$ cat src/rtl/ysyx_22051013_ifetch_router_pkg.sv
// Shared definitions for the instruction-fetch router: FSM encoding, AXI beat
// size codes and the default cached/uncached address windows.
package ysyx_22051013_ifetch_router_pkg;

  typedef enum logic [2:0] {
    S_IDLE     = 3'd0,
    S_CACHED   = 3'd1,
    S_UNC_BUSY = 3'd2,
    S_HOLD     = 3'd3,
    S_FAULT    = 3'd4,
    S_DRAIN    = 3'd5
  } state_e;

  localparam logic [2:0] AXI_SIZE_4B = 3'b010;
  localparam logic [2:0] AXI_SIZE_8B = 3'b011;

  localparam logic [63:0] DEF_MEM_START = 64'h0000_0000_8000_0000;
  localparam logic [63:0] DEF_MEM_END   = 64'h0000_0000_87FF_FFFF;

  // Window 0 (low slice) is the UART/CLINT-style peripheral page, window 1 the MMIO block.
  localparam logic [127:0] DEF_UNC_START = {64'h0000_0000_A000_0000, 64'h0000_0000_1000_0000};
  localparam logic [127:0] DEF_UNC_END   = {64'h0000_0000_AFFF_FFFF, 64'h0000_0000_1000_0FFF};

endpackage

$ cat src/rtl/ysyx_22051013_ifetch_region_dec.sv
// Combinational fetch-address classifier: cached window, any uncached window,
// or unmapped. The cached window takes priority where windows overlap.
module ysyx_22051013_ifetch_region_dec
  import ysyx_22051013_ifetch_router_pkg::*;
#(
  parameter int                        ADDR_W    = 64,
  parameter int                        N_UNC     = 2,
  parameter logic [ADDR_W-1:0]         MEM_START = DEF_MEM_START,
  parameter logic [ADDR_W-1:0]         MEM_END   = DEF_MEM_END,
  parameter logic [N_UNC*ADDR_W-1:0]   UNC_START = DEF_UNC_START,
  parameter logic [N_UNC*ADDR_W-1:0]   UNC_END   = DEF_UNC_END
) (
  input  logic [ADDR_W-1:0] i_addr,
  output logic              o_cached,
  output logic              o_uncached,
  output logic              o_unmapped
);

  logic [N_UNC-1:0] w_unc_hit;

  for (genvar g = 0; g < N_UNC; g++) begin : g_unc
    assign w_unc_hit[g] = (i_addr >= UNC_START[g*ADDR_W +: ADDR_W]) &&
                          (i_addr <= UNC_END[g*ADDR_W +: ADDR_W]);
  end

  assign o_cached   = (i_addr >= MEM_START) && (i_addr <= MEM_END);
  assign o_uncached = ~o_cached & (|w_unc_hit);
  assign o_unmapped = ~o_cached & ~(|w_unc_hit);

endmodule

$ cat src/rtl/ysyx_22051013_ifetch_router.sv
// Routes core instruction fetches to the icache, a direct uncached AXI read,
// or an access-fault response, and drains killed fetches so buses stay in sync.
module ysyx_22051013_ifetch_router
  import ysyx_22051013_ifetch_router_pkg::*;
#(
  parameter int                        ADDR_W    = 64,
  parameter int                        DATA_W    = 64,
  parameter int                        INST_W    = 32,
  parameter int                        N_UNC     = 2,
  parameter logic [ADDR_W-1:0]         MEM_START = DEF_MEM_START,
  parameter logic [ADDR_W-1:0]         MEM_END   = DEF_MEM_END,
  parameter logic [N_UNC*ADDR_W-1:0]   UNC_START = DEF_UNC_START,
  parameter logic [N_UNC*ADDR_W-1:0]   UNC_END   = DEF_UNC_END
) (
  input  logic              clk,
  input  logic              rst,
  input  logic              core_valid,
  input  logic [ADDR_W-1:0] core_addr,
  input  logic              core_ready,
  input  logic              core_flush,
  input  logic              fencei,
  output logic              inst_valid,
  output logic [INST_W-1:0] inst,
  output logic [ADDR_W-1:0] pc,
  output logic              inst_fault,
  output logic              icache_ena,
  output logic [ADDR_W-1:0] icache_inst_pc,
  output logic              icache_ready,
  output logic              icache_fencei,
  input  logic              icache_valid,
  input  logic [ADDR_W-1:0] icache_pc,
  input  logic [INST_W-1:0] icache_inst_i,
  input  logic              icache_axi_re,
  input  logic [ADDR_W-1:0] icache_axi_pc,
  output logic [DATA_W-1:0] axi_icache_inst,
  output logic              axi_icache_valid,
  output logic              axi_re,
  output logic [ADDR_W-1:0] axi_inst_pc,
  output logic [2:0]        axi_size,
  input  logic              axi_valid,
  input  logic [DATA_W-1:0] axi_inst_i
);

  state_e            r_state, w_state_nxt;
  logic [ADDR_W-1:0] r_pc_q, w_pc_nxt;
  logic [DATA_W-1:0] r_data_q, w_data_nxt;
  logic              r_drain_cached, w_drain_cached_nxt;
  logic              w_cached, w_uncached, w_unmapped;
  logic              w_cache_side;

  ysyx_22051013_ifetch_region_dec #(
    .ADDR_W   (ADDR_W),
    .N_UNC    (N_UNC),
    .MEM_START(MEM_START),
    .MEM_END  (MEM_END),
    .UNC_START(UNC_START),
    .UNC_END  (UNC_END)
  ) u_region_dec (
    .i_addr    (core_addr),
    .o_cached  (w_cached),
    .o_uncached(w_uncached),
    .o_unmapped(w_unmapped)
  );

  always_ff @(posedge clk or posedge rst) begin
    if (rst) begin
      r_state        <= S_IDLE;
      r_pc_q         <= '0;
      r_data_q       <= '0;
      r_drain_cached <= 1'b0;
    end else begin
      r_state        <= w_state_nxt;
      r_pc_q         <= w_pc_nxt;
      r_data_q       <= w_data_nxt;
      r_drain_cached <= w_drain_cached_nxt;
    end
  end

  assign icache_fencei = fencei;
  assign w_cache_side  = (r_state == S_CACHED) || ((r_state == S_DRAIN) && r_drain_cached);

  always_comb begin
    w_state_nxt        = r_state;
    w_pc_nxt           = r_pc_q;
    w_data_nxt         = r_data_q;
    w_drain_cached_nxt = r_drain_cached;
    inst_valid         = 1'b0;
    inst               = '0;
    pc                 = '0;
    inst_fault         = 1'b0;
    icache_ena         = 1'b0;
    icache_inst_pc     = '0;
    icache_ready       = 1'b0;
    axi_icache_inst    = '0;
    axi_icache_valid   = 1'b0;
    axi_re             = 1'b0;
    axi_inst_pc        = '0;
    axi_size           = 3'b000;

    case (r_state)
      S_IDLE: begin
        if (core_valid && !fencei && !core_flush) begin
          w_pc_nxt = core_addr;
          if (w_cached)        w_state_nxt = S_CACHED;
          else if (w_uncached) w_state_nxt = S_UNC_BUSY;
          else if (w_unmapped) w_state_nxt = S_FAULT;
        end
      end
      S_CACHED: begin
        // A flush still acks the icache so a same-cycle beat is consumed, not stranded.
        icache_ready = core_ready | core_flush;
        inst_valid   = icache_valid & ~core_flush;
        inst         = icache_inst_i;
        pc           = icache_pc;
        if (core_flush) begin
          w_drain_cached_nxt = 1'b1;
          w_state_nxt        = icache_valid ? S_IDLE : S_DRAIN;
        end else if (icache_valid && core_ready) begin
          w_state_nxt = S_IDLE;
        end
      end
      S_UNC_BUSY: begin
        axi_re      = 1'b1;
        axi_inst_pc = r_pc_q;
        axi_size    = AXI_SIZE_4B;
        if (axi_valid) begin
          if (core_flush) begin
            w_state_nxt = S_IDLE;
          end else begin
            w_data_nxt  = axi_inst_i;
            w_state_nxt = S_HOLD;
          end
        end else if (core_flush) begin
          w_drain_cached_nxt = 1'b0;
          w_state_nxt        = S_DRAIN;
        end
      end
      S_HOLD: begin
        inst_valid = ~core_flush;
        inst       = r_pc_q[2] ? r_data_q[2*INST_W-1:INST_W] : r_data_q[INST_W-1:0];
        pc         = r_pc_q;
        if (core_flush || core_ready) w_state_nxt = S_IDLE;
      end
      S_FAULT: begin
        inst_valid = ~core_flush;
        inst_fault = 1'b1;
        pc         = r_pc_q;
        if (core_flush || core_ready) w_state_nxt = S_IDLE;
      end
      S_DRAIN: begin
        if (r_drain_cached) begin
          icache_ready = 1'b1;
          if (icache_valid) w_state_nxt = S_IDLE;
        end else begin
          axi_re      = 1'b1;
          axi_inst_pc = r_pc_q;
          axi_size    = AXI_SIZE_4B;
          if (axi_valid) w_state_nxt = S_IDLE;
        end
      end
      default: w_state_nxt = S_IDLE;
    endcase

    // The icache owns the AXI port while a cached fetch (live or draining) is outstanding.
    if (w_cache_side) begin
      icache_ena       = 1'b1;
      icache_inst_pc   = r_pc_q;
      axi_re           = icache_axi_re;
      axi_inst_pc      = icache_axi_pc;
      axi_size         = AXI_SIZE_8B;
      axi_icache_inst  = axi_inst_i;
      axi_icache_valid = axi_valid;
    end
  end

endmodule

$ cat config.mk
export PLATFORM = sky130hd
export DESIGN_NAME = ysyx_22051013_ifetch_router
export DESIGN_NICKNAME = d
export VERILOG_FILES = /design/src/rtl/ysyx_22051013_ifetch_router_pkg.sv /design/src/rtl/ysyx_22051013_ifetch_region_dec.sv /design/src/rtl/ysyx_22051013_ifetch_router.sv
export SDC_FILE = /design/constraint.sdc
export NUM_CORES = 1
export LEC_CHECK = 0
export BUFFER_PORTS_ARGS = -buffer_cell sky130_fd_sc_hd__buf_2
export CAP_MARGIN = 20
export CORE_AREA = 3 3 228 230
export CTS_CLUSTER_SIZE = 28
export DETAILED_ROUTE_END_ITERATION = 6
export DIE_AREA = 0 0 231 233
export GPL_TIMING_DRIVEN = 0
export PLACE_DENSITY = 0.48
export SLEW_MARGIN = 20
export SYNTH_ARGS = -nofsm -noshare
export SYNTH_HDL_FRONTEND = slang
export SYNTH_SLANG_ARGS = --single-unit
$ cat constraint.sdc
create_clock -name clk -period 3.66 [get_ports clk]
set_input_delay 0.183 -clock clk [delete_from_list [all_inputs] [get_ports clk]]
set_output_delay 0.183 -clock clk [all_outputs]
set_load 0.02 [all_outputs]
==> key figures <==
Outcome
  – Status: finished clean

Detailed routing
  – Vias/cell: 4.34
  – Via count: 9,537
  – WL/cell: 22.9 um
  – Routed Antenna Nets: 0
  – # DRC: 0
  – Iteration-0 DRC Markers: 329
  – Drt total wl: 50.3 mm
  – First-pass DRT Iterations: 4

Logic synthesis
  – Largest family of logic cells by synthesized area: multiplexers
  – Mux share of post-synthesis cell area: 23.0%
  – Synth Area in Adders: 0%
  – Syn Nets: 1,066
  – Mapped Cells: 769
  – Post-synth EDFFs: 0
  – Asr flop ratio synth: 100%
  – Post-Syn Area: 0.00831 sq mm
  – Netlist cell types: 46
  – Xor and xnor fraction of the mapped netlist area: 0%
  – Top-area cell type share of the netlist area: 39.7%
  – Compound-gate portion of the synthesized area: 17.4%
  – Flops & latches, synth: 132
  – Simple-gate share of the synthesized area: 14.9%
  – Ys flop type: dfrtp_1
  – Seq/Total Area, Yosys: 39.7%
  – Mapped Avg Cell Area: 10.8 sq um
  – Yosys warns: 0
  – Synth area leaders: dfrtp_1, a22o_1, and2_1, mux2_4, mux2_1
  – Synth area leader: dfrtp_1

Timing
  – Total Neg Setup Slack: 0 ns
  – Slew Viols, Final: 0
  – Final Hold Vio Count: 0
  – Final critical-path required period: 3.12 ns
  – Max Freq: 321 MHz
  – Final setup vio count: 0
  – Crit share post-route: 85.2%
  – Worst-Margin Slew: 1.04 ns
  – Setup Skew: 0.0110 ns
  – Max-slew headroom: 30.5%
  – RSZ-0062 raised after global routing: no

Layout
  – Post-route insts no fill: 2,200
  – Commonest non-fill, non-tap cells in the layout: buf_2, dfrtp_1, a22o_1, and2_1, dlygate4sd3_1
  – Post-layout nets: 1,810
  – Layout cells sized above 1: 49.6%
  – Design area: 0.0142 sq mm
  – Most common cell after layout, fill and taps aside: buf_2
  – Area Growth Syn to Fin: 70.2%
  – Post-layout util: 28.3%

Worst setup path
  – Worst reg2reg path endpoint: r_data_q[53]
  – R2r setup slk: 1.66 ns
  – Reg2reg start: r_state[1]
  – CP most frequent cell: buf_2
  – Cell Chain, Critical Path: inv_1, nand2_1, nor2b_1, buf_2, buf_2, clkbuf_1, and2_1, buf_2
  – Crit path largest cell delay: 0.72 ns
  – Reg2reg path depth: 6
  – Worst Setup End Kind: primary output
  – CP bufs+invs: 5
  – Critical path launch point type: flip-flop
  – Worst EP arrival: 2.93 ns
  – CP delay by family, top: buffers and inverters
  – CP Max Fanout: 11
  – Crit path max-delay cell type: clkbuf_1
  – WS Path Type: flip-flop to primary output
  – WP data required: 3.48 ns

Worst hold path
  – Hold wc startpoint: core_addr[27]
  – Worst Hold Class: input pin to flip-flop
  – Hold Path End: r_pc_q[27]
  – Worst hold stages: 2

Place
  – Port-buffer cells: 592
  – Placed Cells: 2,038
  – Cell Area, Placed: 0.0122 sq mm
  – DP HPWL: 39.9 mm
  – Placer Congestion: 0.881

GRT
  – Gr usage total: 18.2%
  – Grt ovf: 0
  – Vias in the first global route: 10,000
  – Antenna violations before repair: 3
  – Global-route wire length before repair: 70.0 mm
  – Largest net degree at the start of global routing: 32

Clock tree
  – Clock slew at reported path FFs: 0.06 ns
  – Max H-tree Level: 4
  – CTS tree: built
  – # clock sinks: 132
  – CTS max path bufs: 2
  – Post-CTS Setup Inserts: 0
  – CTS buffer count: 17
  – CTS root buf: clkbuf_16
  – Clock latency on the worst-skew pair: 0.47 ns

Floorplanning
  – Row cnt: 82
  – Core region area: 0.0501 sq mm
  – Die width: 231 um
  – Top Ports: 595
  – Die ar.: 0.0538 sq mm
  – Die Y: 233 um
  – Initial Utilization: 16.6%

Power
  – Peak supply drop: 0.000285 V
  – NetSw: 4900 uW
  – Leakage: 0.00748 uW
  – Clock power frac: 18.2%
  – Pwr dens: 756 mW/mm^2
  – Internal power: 5800 uW
  – Combinational fraction of design power: 54.9%
  – Switching Fraction: 45.8%
  – Seq pwr share: 26.9%

Job
  – Maxcap violations: 0
sequential cells by signal, summed over array words and instances (netlist names):
register        cells
r_data_q           64
r_pc_q             64
r_drain_cached      1
r_state             3
worst max-delay path by stage:
stage                           to  slack [ns]        from  cells after the start
6_report       axi_icache_inst[37]        0.54  r_state[1]                      8
3_5_place_dp   axi_icache_inst[37]        0.92  r_state[1]                      8
2_1_floorplan           inst_valid        1.51  r_state[1]                      7
5_1_grt        axi_icache_inst[37]        0.31  r_state[1]                      8
3_3_place_gp          r_data_q[62]        0.68         rst                      2
4_1_cts        axi_icache_inst[37]        0.37  r_state[1]                      8
layout make-up:
type / instances / area [sq um]
diodes: 2 / 5.00
plain buffers: 74 / 394
clock buffers: 19 / 443
clock inverters: 13 / 206
fillers: 5353 / 35900
inverters: 5 / 22.5
multi-input cells: 558 / 4600
flip-flops and latches: 132 / 3300
well taps: 672 / 841
repair buffers: 725 / 4340
cells by family (layout without fill, tap and decap cells):
| family | after synthesis | after routing |
|---|---|---|
| simple gates | 213 | 213 |
| compound gates | 184 | 184 |
| mux | 160 | 160 |
| flops | 132 | 132 |
| buf+inv | 79 | 836 |
| other cells | 1 | 3 |
layer usage:
layer	global-route usage, %	share of wire [%]
met4	8.25	4.2
met3	4.17	5.8
met5	0	0.026
met1	20.7	40
met2	32.3	50
metrics by stage:
stage / hold slack [ns] / total power [uW] / worst slack, ns
after floorplan: 0.315 / 6280 / 1.51
after global routing: 0.0579 / 11300 / 0.310
final: 0.0991 / 10700 / 0.542
after CTS: 0.0424 / 10900 / 0.369
after detailed placement: 0.294 / 8720 / 0.924
after global placement: 0.396 / 8640 / 0.676
what timing repair did:
action                     CTS  global route
hold buffers               128             0
gates resized for setup      0             0
setup endpoints to repair    0             0
hold endpoints to repair   147             0
Yosys cell counts, drive strengths merged, types with 2 or more instances:
cell type    n
mux2i       32
and2       129
mux2       128
buf         48
nor4        12
inv          5
clkbuf      26
a22o       129
dfrtp      132
nor3b        2
nor2         8
nor3         3
nand2       44
a21oi        6
o21ai       36
nand2b       3
nand4        3
a21o         3
o22ai        3
a31oi        2
power groups by stage:
stage | registers, uW | clock network, uW | logic, uW
after floorplan | 2580 | 0 | 3700
after global placement | 2870 | 0 | 5770
after detailed placement | 2890 | 0 | 5830
after CTS | 2880 | 2030 | 5950
after global routing | 2980 | 2070 | 6260
final | 2880 | 1940 | 5880
No activity file was read; power rests on OpenSTA's default activity.
